===== src/rtl/isp_stream_scheduler.sv =====
// Per-virtual-channel frame/line scheduler feeding the ISP pipeline array.
// Optional frame-end line-count check: define ISP_SCHED_LINE_CHECK_EN.
module isp_stream_scheduler #(
    parameter int PIPELINE_WIDTH = 4,
    parameter int LINE_CNT_W     = 16
) (
    input  logic                                 byte_clk_i,
    input  logic                                 reset_n_i,
    input  logic [PIPELINE_WIDTH-1:0]            cfg_enable_reg_i,
    input  logic [2*PIPELINE_WIDTH-1:0]          cfg_vc_reg_i,
    input  logic [6*PIPELINE_WIDTH-1:0]          cfg_data_type_reg_i,
    input  logic [2*PIPELINE_WIDTH-1:0]          cfg_bayer_reg_i,
    input  logic [3*PIPELINE_WIDTH-1:0]          cfg_ppc_reg_i,
    input  logic [LINE_CNT_W*PIPELINE_WIDTH-1:0] cfg_lines_reg_i,
    input  logic                                 pkt_valid_i,
    input  logic [1:0]                           pkt_vc_i,
    input  logic [5:0]                           pkt_dt_i,
    input  logic                                 pkt_end_i,
    output logic [PIPELINE_WIDTH-1:0]            frame_valid_o,
    output logic [PIPELINE_WIDTH-1:0]            line_valid_o,
    output logic [PIPELINE_WIDTH-1:0]            activate_stream_o,
    output logic [6*PIPELINE_WIDTH-1:0]          data_type_o,
    output logic [2*PIPELINE_WIDTH-1:0]          bayer_o,
    output logic [3*PIPELINE_WIDTH-1:0]          ppc_o,
    output logic [LINE_CNT_W*PIPELINE_WIDTH-1:0] line_count_o,
    output logic [PIPELINE_WIDTH-1:0]            frame_done_o,
    output logic                                 err_seq_o,
    output logic                                 err_dt_o,
    output logic [PIPELINE_WIDTH-1:0]            err_lines_o
);

    typedef enum logic [1:0] {ST_IDLE, ST_FRAME, ST_LINE} state_t;

    localparam logic [5:0] DT_FS       = 6'h00;
    localparam logic [5:0] DT_FE       = 6'h01;
    localparam logic [5:0] DT_LONG_MIN = 6'h10;

    state_t                  state_q [PIPELINE_WIDTH];
    state_t                  state_d [PIPELINE_WIDTH];
    logic [LINE_CNT_W-1:0]   count_q [PIPELINE_WIDTH];
    logic [LINE_CNT_W-1:0]   count_d [PIPELINE_WIDTH];
    logic [1:0]              vc_q    [PIPELINE_WIDTH];
    logic [PIPELINE_WIDTH-1:0] match, tgt, load_shadow, done_d;
    logic                    err_seq_d, err_dt_d;
    logic                    is_long, is_fs, is_fe;

    assign is_long = (pkt_dt_i >= DT_LONG_MIN);
    assign is_fs   = (pkt_dt_i == DT_FS);
    assign is_fe   = (pkt_dt_i == DT_FE);

    // A pipeline mid-frame keeps its frame-start VC and enable until it returns to IDLE.
    always_comb begin
        for (int p = 0; p < PIPELINE_WIDTH; p++) begin
            if (state_q[p] != ST_IDLE)
                match[p] = (vc_q[p] == pkt_vc_i);
            else
                match[p] = cfg_enable_reg_i[p] && (cfg_vc_reg_i[2*p +: 2] == pkt_vc_i);
        end
    end

    assign tgt = match & (~match + 1'b1);

`ifdef ISP_SCHED_LINE_CHECK_EN
    logic [PIPELINE_WIDTH-1:0] lines_d;
`else
    logic unused_cfg_lines;
    assign unused_cfg_lines = ^cfg_lines_reg_i;
`endif

    // NOTE: every combinational output gets a default before any branch, so no latch is inferred.
    always_comb begin
        err_seq_d   = 1'b0;
        err_dt_d    = 1'b0;
        done_d      = '0;
        load_shadow = '0;
`ifdef ISP_SCHED_LINE_CHECK_EN
        lines_d     = '0;
`endif
        for (int p = 0; p < PIPELINE_WIDTH; p++) begin
            state_d[p] = state_q[p];
            count_d[p] = count_q[p];
            // The payload end is applied first so a same-cycle header sees FRAME.
            if (pkt_end_i && state_q[p] == ST_LINE) begin
                state_d[p] = ST_FRAME;
                if (count_q[p] != '1)
                    count_d[p] = count_q[p] + 1'b1;
            end
            if (pkt_valid_i && tgt[p]) begin
                case (state_d[p])
                    ST_IDLE: begin
                        if (is_fs) begin
                            state_d[p]     = ST_FRAME;
                            count_d[p]     = '0;
                            load_shadow[p] = 1'b1;
                        end else begin
                            err_seq_d = 1'b1;
                        end
                    end
                    ST_FRAME: begin
                        if (is_long) begin
                            if (pkt_dt_i == data_type_o[6*p +: 6])
                                state_d[p] = ST_LINE;
                            else
                                err_dt_d = 1'b1;
                        end else if (is_fe) begin
                            state_d[p] = ST_IDLE;
                            done_d[p]  = 1'b1;
`ifdef ISP_SCHED_LINE_CHECK_EN
                            lines_d[p] = (count_d[p] != cfg_lines_reg_i[LINE_CNT_W*p +: LINE_CNT_W]);
`endif
                        end else if (is_fs) begin
                            err_seq_d      = 1'b1;
                            count_d[p]     = '0;
                            load_shadow[p] = 1'b1;
                        end
                    end
                    ST_LINE: begin
                        err_seq_d = 1'b1;
                        if (is_fe) begin
                            state_d[p] = ST_IDLE;
                        end else if (is_fs) begin
                            state_d[p]     = ST_FRAME;
                            count_d[p]     = '0;
                            load_shadow[p] = 1'b1;
                        end else begin
                            state_d[p] = ST_FRAME;
                        end
                    end
                    default: state_d[p] = ST_IDLE;
                endcase
            end
        end
    end

    // NOTE: sequential state uses non-blocking assignments so all flops update from the same pre-edge values.
    // NOTE: the async reset clears every flop, shadow registers included, so outputs are defined from reset.
    always_ff @(posedge byte_clk_i or negedge reset_n_i) begin
        if (!reset_n_i) begin
            for (int p = 0; p < PIPELINE_WIDTH; p++) begin
                state_q[p] <= ST_IDLE;
                count_q[p] <= '0;
                vc_q[p]    <= '0;
            end
            frame_valid_o     <= '0;
            line_valid_o      <= '0;
            activate_stream_o <= '0;
            data_type_o       <= '0;
            bayer_o           <= '0;
            ppc_o             <= '0;
            frame_done_o      <= '0;
            err_seq_o         <= 1'b0;
            err_dt_o          <= 1'b0;
        end else begin
            for (int p = 0; p < PIPELINE_WIDTH; p++) begin
                state_q[p]           <= state_d[p];
                count_q[p]           <= count_d[p];
                frame_valid_o[p]     <= (state_d[p] != ST_IDLE);
                line_valid_o[p]      <= (state_d[p] == ST_LINE);
                activate_stream_o[p] <= (state_d[p] == ST_LINE);
                if (load_shadow[p]) begin
                    vc_q[p]              <= cfg_vc_reg_i[2*p +: 2];
                    data_type_o[6*p +: 6] <= cfg_data_type_reg_i[6*p +: 6];
                    bayer_o[2*p +: 2]     <= cfg_bayer_reg_i[2*p +: 2];
                    ppc_o[3*p +: 3]       <= cfg_ppc_reg_i[3*p +: 3];
                end
            end
            frame_done_o <= done_d;
            err_seq_o    <= err_seq_d;
            err_dt_o     <= err_dt_d;
        end
    end

    for (genvar p = 0; p < PIPELINE_WIDTH; p++) begin : g_count
        assign line_count_o[LINE_CNT_W*p +: LINE_CNT_W] = count_q[p];
    end

`ifdef ISP_SCHED_LINE_CHECK_EN
    always_ff @(posedge byte_clk_i or negedge reset_n_i) begin
        if (!reset_n_i)
            err_lines_o <= '0;
        else
            err_lines_o <= lines_d;
    end
`else
    assign err_lines_o = '0;
`endif

endmodule


===== config.mk =====
export PLATFORM = sky130hd
export DESIGN_NAME = isp_stream_scheduler
export DESIGN_NICKNAME = d
export VERILOG_FILES = /design/src/rtl/isp_stream_scheduler.sv
export SDC_FILE = /design/constraint.sdc
export NUM_CORES = 1
export LEC_CHECK = 0
export ABC_AREA = 1
export CAP_MARGIN = 20
export CORE_UTILIZATION = 29
export DETAILED_ROUTE_END_ITERATION = 10
export HOLD_SLACK_MARGIN = 0.06
export PLACE_DENSITY = 0.66
export SYNTH_ARGS = -nofsm -noshare
export SYNTH_HDL_FRONTEND = slang
export SYNTH_SLANG_ARGS = --single-unit

===== constraint.sdc =====
create_clock -name byte_clk_i -period 2.15 [get_ports byte_clk_i]
set_clock_uncertainty 0.2 [all_clocks]
set_input_delay 0.5375 -clock byte_clk_i [delete_from_list [all_inputs] [get_ports byte_clk_i]]
set_output_delay 0.5375 -clock byte_clk_i [all_outputs]
set_load 0.05 [all_outputs]

## Yosys cells after proc, flatten, opt, wreduce, memory -nomap -nowiden

Index checks and enable logic that the tools add are counted.

| cells by class | value |
|---|---|
| $add $sub $neg | 5 |
| $lt $le $gt $ge | 1 |
| equal/unequal tests | 33 |
| mux-type cells | 119 |
| bitwise logic cells | 2 |
| reductions and logical operators | 25 |

Operator list:

| operator | number |
|---|---|
| 16-bit two-way mux | 24 |
| 16-bit case mux with 3 select lines | 4 |
| 16-bit by 1-bit adder with 16-bit output (second input constant) | 4 |
| 16-bit inequality test (second input constant) | 4 |
| 1-bit two-way mux | 55 |
| 2-bit two-way mux | 24 |
| 2-bit == test (second input constant) | 12 |
| 6-bit == test | 4 |
| 1-bit case mux with 3 select lines | 8 |
| 2-bit case mux with 3 select lines | 4 |
| 2-bit == test | 8 |
| 2-bit nonzero test | 8 |
| 1-bit logical AND | 12 |
| 2-bit by 1-bit == test with 1-bit output (second input constant) | 4 |
| 2-bit logical NOT | 4 |
| 6-bit by 1-bit == test with 1-bit output (second input constant) | 1 |
| 6-bit by 5-bit greater-or-equal comparator with 1-bit output (second input constant) | 1 |
| 6-bit logical NOT | 1 |
| 4-bit by 1-bit adder with 4-bit output (second input constant) | 1 |
| 4-bit AND | 1 |
| 4-bit NOT | 1 |

| word-level totals | value |
|---|---|
| register bits | 138 |
| output and inout port bits | 130 |
| word-level logic and storage cells | 214 |

## Longest topological paths before layout

Gate-level depths: netlist (run 1).

| depth | value |
|---|---|
| depth in word-level cells | 23 |
| depth in mapped cells | 15 |

## Worst setup path before layout (run 1)

No wires, ideal clock.

| timing path | value |
|---|---|
| path kind | register to register |
| from | register count_q, in the netlist line_count_o[16] |
| to | register count_q, in the netlist line_count_o[21] |
| setup time | 0.113 ns |
| data arrival time | 1.986 ns |
| setup slack | -0.149 ns |
| cell stages (with the launch flop) | 12 |
| path buffers | 0 |
| cells stage by stage | dfrtp_1 ha_1 nand3_1 nor3_2 nand3_1 nand2_1 inv_2 nand2_1 xor2_1 inv_1 nand2_1 inv_1 |

RTL lines:

| item | line | RTL |
|---|---|---|
| start: declaration | 40 | `logic [LINE_CNT_W-1:0] count_q [PIPELINE_WIDTH];` |
| start signal: indexed assignment | 156 | `count_q[p] <= count_d[p];` |

==> flow_summary.yaml, run 1 <==
timing:
  post-route-period-util_pct: 94.43
  setup_tns_ns: 0
  period_needed_ns: 2.030
  max_freq_ghz: 0.4925
  setup_ws_ns: 0.1197
  timing.final.setup_violations: 0
  hold_viol_final: 0
  whs_ns: 0.2489
  maxSlewViolCount: 0
  grt_setup_unrepaired: "true"
flow_run:
  drv_cap: 0
clock_tree:
  cts_sinks: 138
  htree_levels: 4
  cts_made_buffers: 17
  cts_tree: "yes"
  cts.clk_slew.worst_paths_ns: 0.06
  clockBufferDepth: 2
  cts_root_buf: "clkbuf_16"
  insertion_delay_ns: 0.42
synth:
  synth_area_leaders: "dfrtp_1 (44%), nand2_1 (17%), inv_1 (7.3%)"
  synth_area_leader_cell: "dfrtp_1"
  synth-seq-area-share_pct: 44.47
  syn-cell-area_um2: 7765
  synth.distinct_cells: 41
  synth_cells: 1075
  ys_seq_elements: 138
  synthFlopType: "dfrtp_1"
  synth_top_area_share_pct: 44.47
  avgSynthCellArea_um2: 7.223
  synth_edf_count: 0
  ys.warnings.count: 0
  postSynth.asyncResetShare_pct: 100.0
hold_path:
  hold_class: "in -> reg"
floorplanning:
  core-area_um2: 26130
  die_y_um: 165.6
  initial_core_util_pct: 29.71
  die_w_um: 165.6
  fp.dieArea_um2: 27430
  ios: 262
  rows: 59
setup_path:
  cp_slowest_cell: "clkdlybuf4s50_1"
  crit_type: "in -> reg"
  path_max_fanout: 10
  endpoint_kind: "flip-flop"
  max_stage_delay_ns: 0.42
  worstPathRequired_ns: 2.26
  path_cells: "clkdlybuf4s50_1 > inv_1 > nand2_1 > nand2_1 > nand3_1 > nand2_2 > inv_1 > nor2_4 > nand2_4 > inv_2 > nand3_4 > clkbuf_16 > and3_1"
  start_kind: "input port"
  crit_arrival_ns: 2.14
grt:
  grt_overflow: 0
  grt_pass1_wl_um: 38070
  grt_pass1_vias: 7541
  antenna_found_initial: 4
  grt_max_degree: 43
  gr-usage-all-layers_pct: 17.37
place:
  gp_congestion: 0.8780
  port_buffers: 193
  pre_cts_ws_ns: -0.5606
  hpwl_um: 17710
final_layout:
  layout.nets: 1504
  drive_gt1_share_pct: 23.70
  final_util_pct: 43.64
  syn_to_final_growth_pct: 46.87
  antenna_cells: 0
power_and_ir_drop:
  powerDensity_nw_per_um2: 1003
  p_leak_nw: 6.163
  ir_worst_vdd_v: 0.001020
detailed_routing:
  viasPerCell: 4.528
  drc: 29
  ant_nets: 0
  dr.pass1.iters: 7
  totalWireLength_um: 23390
  detail_route.wl_per_cell_um: 13.64
  drtIter0Drc: 473
  vias: 7765
run_status:
  status: "complete, but fails checks"
  violations: "design-rule violations"
==> kinds of logic after synthesis <==
logic type / Yosys count / synth area share (%)
buf+inv: 187 / 10.05
compound gates: 84 / 5.688
xor+xnor: 44 / 4.963
other cells: 1 / 0.04829
flops: 138 / 44.47
simple gates: 617 / 34.13
fa+ha+maj: 4 / 0.6446
==> power breakdown <==
| part | leakage [nW] | switching, mW | internal (mW) | total (mW) |
|---|---|---|---|---|
| registers | 1.73 | 0.477 | 3.06 | 3.54 |
| logic | 4.11 | 2.97 | 1.58 | 4.55 |
| clock network | 0.325 | 1.16 | 2.18 | 3.34 |
| total | 6.16 | 4.60 | 6.83 | 11.4 |
==> layout make-up <==
type                            count  area [um^2]
Clock buffer                       21        480.5
Clock inverter                     10        188.9
Multi-Input combinational cell    753         3655
Timing Repair Buffer              302         2615
Fill cell                        2681        14730
Inverter                          156        588.1
Sequential cell                   138         3458
Tap cell                          335        419.2
==> worst paths after layout <==
path                                                  from  depth (start not counted)  slack, ns                    endpoint
worst max-delay path                       cfg_vc_reg_i[5]                         13       0.12  line_count_o[35]$_DFF_PN0_
worst min-delay path                       cfg_vc_reg_i[0]                          3       0.25         vc_q[6]$_DFFE_PN0P_
worst max register to register  line_count_o[16]$_DFF_PN0_                         10       0.16  line_count_o[16]$_DFF_PN0_
worst min register to register        ppc_o[9]$_DFFE_PN0P_                          2       0.28        ppc_o[9]$_DFFE_PN0P_
max in group asynchronous                        reset_n_i                          3       0.77         vc_q[2]$_DFFE_PN0P_
min in group asynchronous                        reset_n_i                          2       0.38   line_count_o[5]$_DFF_PN0_
==> cells in the mapped netlist, types with 2 or more instances <==
cell type  count
buf_2         13
dfrtp_1      138
inv_2          5
inv_1        150
nor2_1        99
or2_2          7
nor3_4         2
o21ai_1        6
xnor2_1       14
o211ai_1       2
nand2_2        4
nand2_1      351
nand4_1       23
xor2_1        30
a21oi_1       18
ha_1           4
nor3_1        22
clkbuf_1       5
o21bai_1       2
nand3b_1       2
buf_4         10
nand3_1       95
o21ai_0       51
buf_6          3
nor2_2         3
==> registers in the layout (all words and copies together) (netlist names) <==
name               count
activate_stream_o      4
bayer_o                8
data_type_o           24
err_dt_o               1
err_seq_o              1
frame_done_o           4
frame_valid_o          4
line_count_o          64
ppc_o                 12
state_q                8
vc_q                   8
==> worst max-delay path, delay by kind of cell <==
family,cells,cell delay [ns]
and+or+nand+nor,8,0.72
buffers and inverters,5,0.86
==> through the flow <==
| stage | cell area, um^2 | power (mW) | std cells |
|---|---|---|---|
| after floorplan | 7785 | 6.411 | 1078 |
| after global placement | 10520 | 8.025 | 1677 |
| after detailed placement | 10520 | 8.082 | 1677 |
| after CTS | 11230 | 11.50 | 1712 |
| after global routing | 11400 | 12.10 | 1715 |
| final | 11400 | 11.43 | 1715 |
==> timing repair <==
action                                  4_1_cts  5_1_grt
setup buffers                                 3        1
hold buffers                                  1        0
pin swaps                                     3        7
hold endpoints to repair                     30        0
endpoints found under the setup margin      120      118
gates resized for setup                       8       40
gates cloned                                  0        2
==> layout by cell type (no fill, tap or decap), drive strengths merged, types with 2 or more instances in the layout <==
master         instances
xnor2                 14
clkinv                 4
xor2                  30
inv                  156
nor3                  25
nand4                 23
o21bai                 2
a21oi                 18
o21ai                 57
dlymetal6s2s           7
ha                     4
clkbuf                23
nand2                356
conb                   4
dfrtp                138
nand3                 97
nand3b                 2
nor2                 103
buf                  233
dlygate4sd2            4
or2                    8
o211ai                 2
bufinv                 5
clkdlybuf4s50         55
==> metal layers <==
metal  wire, um  share of wire (%)  global-route usage, %  vias to the layer above
met5         58               0.25                      0                        -
met4        308                1.3                  4.632                        8
met3       1171                5.0                  4.325                       25
met2      11150                 48                  29.70                      171
met1      10700                 46                  21.76                     3629
li1           -                  -                      -                     3932
(Power assumes the default switching activity.)
==> run 2: changes to the inputs <==
Settings changed: ABC_CLOCK_PERIOD_IN_PS from default to 2150, CAP_MARGIN 20 to 15.
==> results of run 2 <==
Same layout as run 1: the final DEF is identical, and so are final timing and power.
==> run 3: changes to the inputs <==
Settings changed: CORE_UTILIZATION 29 to 25, PLACE_DENSITY 0.66 to 0.6.
==> flow_summary.yaml, run 3 (synthesized netlist as in run 1, its figures left out) <==
grt:
  grt_pass1_wl_um: 39160
  use_met1_pct: 20.81
  grt_overflow: 0
  antenna_found_initial: 2
  gr-max-usage-layer: "met2"
  gr-usage-all-layers_pct: 16.05
  grtUsageMet3_pct: 3.325
  grt_pass1_vias: 7460
  grt_use_met2_pct: 26.69
  grt_max_degree: 43
timing:
  maxSlewViolCount: 0
  post-route-period-util_pct: 96.66
  setup_ws_ns: 0.07179
  grt_setup_unrepaired: "true"
  max_freq_ghz: 0.4812
  timing.final.setup_violations: 0
  hold_viol_final: 0
  period_needed_ns: 2.078
final_layout:
  multiInputGateArea_um2: 3660
  layout.nets: 1524
  largest_reg_flops: 64
  fillers: 3169
  final_util_pct: 38.10
  final_common_cell: "nand2_1"
  drive_gt1_share_pct: 25.05
  final-seq-area_um2: 3458
  final_cell_mix: "nand2_1 (345), buf_4 (238), inv_1 (142)"
  finalInstanceArea_um2: 11650
  syn_to_final_growth_pct: 50.08
floorplanning:
  fp.dieArea_um2: 31770
  die_y_um: 178.2
  rows: 64
  initial_core_util_pct: 25.38
  core-area_um2: 30590
  die_w_um: 178.2
  ios: 262
power_and_ir_drop:
  p_leak_nw: 6.244
  powerDensity_nw_per_um2: 989.2
  ir_worst_vdd_v: 0.0007069
  p_int_mw: 6.771
  sw_frac_of_total_pct: 41.27
  seqPwrFrac_pct: 30.5
  p_comb_share_pct: 41.4
  netSwitchingPower_mw: 4.757
  total_power_mw: 11.53
  p_clk_share_pct: 28.1
hold_path:
  hold_class: "in -> reg"
  worstHoldStart: "cfg_vc_reg_i[0]"
clock_tree:
  cts.clk_slew.worst_paths_ns: 0.07
  cts_tree: "yes"
  htree_levels: 4
  cts_root_buf: "clkbuf_16"
  cts_made_buffers: 17
  cts_sinks: 138
  clockBufferDepth: 2
  insertion_delay_ns: 0.42
setup_path:
  worstPathRequired_ns: 2.26
  start_kind: "input port"
  r2r_start: "line_count_o[17]$_DFF_PN0_"
  endpoint_kind: "flip-flop"
  crit_type: "in -> reg"
  cp-startpoint: "cfg_enable_reg_i[2]"
  path_max_fanout: 10
  crit_arrival_ns: 2.19
detailed_routing:
  detail_route.wl_per_cell_um: 14.02
  viasPerCell: 4.381
  ant_nets: 0
  drtIter0Drc: 399
  drc: 0
  vias: 7877
  dr.pass1.iters: 6
  totalWireLength_um: 25210
flow_run:
  drv_cap: 0
place:
  dpl-instance-area_um2: 10690
  port_buffers: 193
  hpwl_um: 18540
  pre_cts_ws_ns: -0.5511
  gp_congestion: 0.8789
run_status:
  status: "finished, final reports clean"
-- run 3: changes by cell type in the layout (fill, tap and decap cells not counted), moves of 3 or more --
cell,delta
buf_4,+17
clkbuf_8,-3
clkinvlp_4,+4
inv_1,-4
inv_6,+3
nor3_1,-3
nor3_2,+3
o21ai_0,-4
o21ai_1,+5
-- run 3: power groups by stage --
stage               sequential [mW]  combinational [mW]  clock [mW]
finish                         3.52                4.77        3.24
global route                   3.58                5.22        3.47
CTS                            3.52                4.68        3.36
detailed placement             3.56                4.66           0
global placement               3.55                4.63           0
floorplan                      4.81                1.60           0
-- run 3: final cells by class --
cell class | count | area share (%)
Antenna cell | 1 | 0.02147
Inverter | 156 | 5.100
Clock inverter | 13 | 1.632
Clock buffer | 19 | 3.801
Tap cell | 396 | 4.252
Sequential cell | 138 | 29.68
Timing Repair Buffer | 322 | 24.11
Multi-Input combinational cell | 753 | 31.40
-- run 3: critical path, cell delays in order --
cell and delay, ns:
clkdlybuf4s50_1 0.48, inv_1 0.04, nor2_1 0.09, nand3_1 0.10
nand2_2 0.08, inv_1 0.07, nor2_4 0.14, nand2_4 0.08
inv_4 0.06, nand3_4 0.14, clkbuf_16 0.22, and3_1 0.15
-- run 3: final timing paths --
kind / depth (start not counted) / slack (ns) / endpoint
hold / removal: 3 / 0.25 / vc_q[6]$_DFFE_PN0P_
min in group asynchronous: 2 / 0.41 / line_count_o[5]$_DFF_PN0_
hold reg to reg: 2 / 0.27 / ppc_o[1]$_DFFE_PN0P_
max in group asynchronous: 3 / 0.74 / line_count_o[16]$_DFF_PN0_
setup / recovery: 12 / 0.07 / line_count_o[35]$_DFF_PN0_
setup reg to reg: 10 / 0.12 / line_count_o[16]$_DFF_PN0_
-- run 3: repair_timing --
item / 4_1_cts / 5_1_grt
endpoints found under the setup margin: 112 / 119
buffers inserted: 1 / 10
cloned: 0 / 4
pin swaps: 2 / 9
resized for setup: 6 / 52
hold endpoints to repair: 35 / 0
hold buffers: 1 / 0
-- run 3: per-layer routing --
layer,up-vias,wire length [um]
li1,3981,-
met1,3662,11860
met2,203,11770
met3,29,1151
met4,2,418
met5,-,11
-- run 3: through the flow --
stage | instances | hold WS [ns] | TNS [ns]
finish | 1798 | 0.2529 | 0
floorplan | 1078 | 0.04191 | -0.04919
global route | 1798 | 0.2898 | -0.4201
global placement | 1749 | 0.2594 | -60.82
CTS | 1783 | 0.2754 | 0
detailed placement | 1749 | 0.2593 | -64.08
==> RTL change: new RTL, settings of run 2 <==
Change the parameter `PIPELINE_WIDTH` from 4 to 2.
--- a/src/rtl/isp_stream_scheduler.sv
+++ b/src/rtl/isp_stream_scheduler.sv
@@ -2,5 +2,5 @@
 // Optional frame-end line-count check: define ISP_SCHED_LINE_CHECK_EN.
 module isp_stream_scheduler #(
-    parameter int PIPELINE_WIDTH = 4,
+    parameter int PIPELINE_WIDTH = 2,
     parameter int LINE_CNT_W     = 16
 ) (
Interface: changed (15 resized); port bits go from 262 to 138. The function was not compared with the original's and may differ.
==> RTL change against run 2 <==
Synthesized cell count fell by 48%. Sequential cell count fell by 68. Register-to-register slack improved by 0.03 ns. Final area fell by 49%. Global-route usage fell by 1.7 points. Hold slack improved by 0.033 ns. Total power fell by 48%. Critical path depth did not move. Sequential share of layout area fell by 0.31 points. Wire length fell by 55%. Worst setup slack improved by 0.029 ns. Synthesized area fell by 47%. Critical endpoint is now data_type_o[4]$_DFFE_PN0P_.
==> RTL change: results (changes against run 2) <==
GRT
  – Met1 usage: 18.8% (-3.0 points)
  – M2 GR Usage: 25.7% (-4.0 points)
  – Met3 usage in global routing: 6.30% (+2.0 points)
  – First-pass GRT wire length: 17.9 mm (-53%)
  – Vias in the first global route: 3829 (-49%)
  – Largest net degree at the start of global routing: 71 (+65%)
  – Initial antenna violation count: 0 (-4)
  – Total track usage: 15.7% (-1.7 points)

Synthesis
  – Area contributors post-synth: dfrtp_1 (42%), nand2_1 (15%), inv_1 (7.9%)
  – Asr flop ratio synth: 100% (unchanged)
  – Cells after synthesis: 555 (-48%)
  – Commonest cells post-synth: nand2_1 (163), inv_1 (87), dfrtp_1 (70)
  – Sequential cell area fraction in the yosys report: 42.4% (-2.1 points)
  – Number of distinct library cells after synthesis: 39 (-4.9%)

Routing
  – Number of DRC markers in iteration 0: 144 (-70%)
  – Via density: 4.36 (-3.6%)
  – TritonRoute pass-1 iters: 4 (-3)

Power
  – Max VDD drop: 0.668 mV (-35%)
  – Static Leak: 0.00311 uW (-50%)

Placement
  – Dpl cells: 871 (-48%)
  – Gp weighted congestion: 0.859 (-2.2%)
  – HPWL after DPL: 8.13 mm (-54%)
  – I/O Buffers: 103 (-47%)
  – DP Area: 0.00551 mm2 (-48%)

Finish
  – Fillers: 1458 (-46%)
  – Final non-filler cell total: 888 (-48%)
  – Number of flip-flops under the largest register name: 32 (-50%)
  – Layout Nets: 777 (-48%)
  – Layout cells sized above 1: 25.6% (+1.9 points)

Setup path
  – Max stage delay on crit path: 0.49 ns (+0.07 ns)
  – Worst setup path start: cfg_vc_reg_i[1]
  – CP max-delay cell: clkdlybuf4s50_1
  – Worst-path fanout max: 13 (+3)

Status
  – Status: complete, no violations

Worst hold path
  – Min-Delay Startpoint: vc_q[0]$_DFFE_PN0P_
  – Worst Hold Class: flop to flop

Clock tree
  – H-tree depth: 3 (-1)
  – Skew-Pair Late Insertion Delay: 0.33 ns (-0.09 ns)
  – Num CTS Buffers: 9 (-8)
## RTL change: cell types whose count changed after synthesis, moves of 11 or more
cell            run 2  this run
nand3_1            95        48
nand2_1           351       163
xor2_1             30         9
nand4_1            23        12
dfrtp_1           138        70
inv_1             150        87
nor2_1             99        45
o21ai_2             0        11
buf_2              13         2
o21ai_0            51        15
## RTL change: layout make-up
| class | instances | share of cell area [%] |
|---|---|---|
| multi-input combinational | 378 | 33.1 |
| tap | 180 | 3.85 |
| inverter | 95 | 6.18 |
| timing repair buffer | 149 | 21.7 |
| clock buffer | 12 | 4.38 |
| sequential | 70 | 30.0 |
| clock inverter | 4 | 0.770 |
## RTL change: logic make-up after synthesis
| family | Yosys count | share of synthesized area, % |
|---|---|---|
| flops | 70 | 42.4 |
| compound gates | 48 | 7.72 |
| simple gates | 313 | 34.9 |
| buf+inv | 108 | 11.5 |
| fa+ha+maj | 2 | 0.605 |
| xor+xnor | 13 | 2.76 |
| other cells | 1 | 0.0907 |
## RTL change: power by group
part	total [uW]	switching, uW	internal (uW)	leakage, uW
sequential	1890	304	1590	0.000861
clock	1500	542	955	0.000152
combinational	2510	1650	864	0.00210
## RTL change: worst min-delay path, cell delays in order (launching register included)
cell and delay, ns:
dfrtp_1 0.34, nand2_1 0.07, o21ai_2 0.05
## RTL change: stage by stage
step,TNS [ns],util [%],setup slack [ns]
2_1_floorplan,0,-,0.129
3_5_place_dp,-19.50,39.7,-0.370
3_3_place_gp,-18.43,39.7,-0.320
5_1_grt,-0.0351,42.2,-0.0211
4_1_cts,0,42.0,0.00642
6_report,0,42.2,0.149
## RTL change: final timing paths
check / end / slack [ns] / cells past startpoint
setup / recovery: data_type_o[4]$_DFFE_PN0P_ / 0.15 / 13
hold / removal: vc_q[0]$_DFFE_PN0P_ / 0.28 / 2
setup reg to reg: line_count_o[16]$_DFF_PN0_ / 0.19 / 9
hold reg to reg: vc_q[0]$_DFFE_PN0P_ / 0.28 / 2
max in group asynchronous: line_count_o[31]$_DFF_PN0_ / 0.87 / 3
min in group asynchronous: line_count_o[27]$_DFF_PN0_ / 0.52 / 3
## RTL change: what timing repair did
action / CTS / global route
endpoints found under the setup margin: 1 / 65
gates resized for setup: 1 / 9
setup buffers: 0 / 0
hold endpoints to repair: 70 / 0
hold buffers: 1 / 0
## RTL change: routing by layer
layer	routed length, um	part of all wire [%]
met1	4730	45
met2	4900	47
met3	687	6.6
met4	131	1.3
met5	0	0
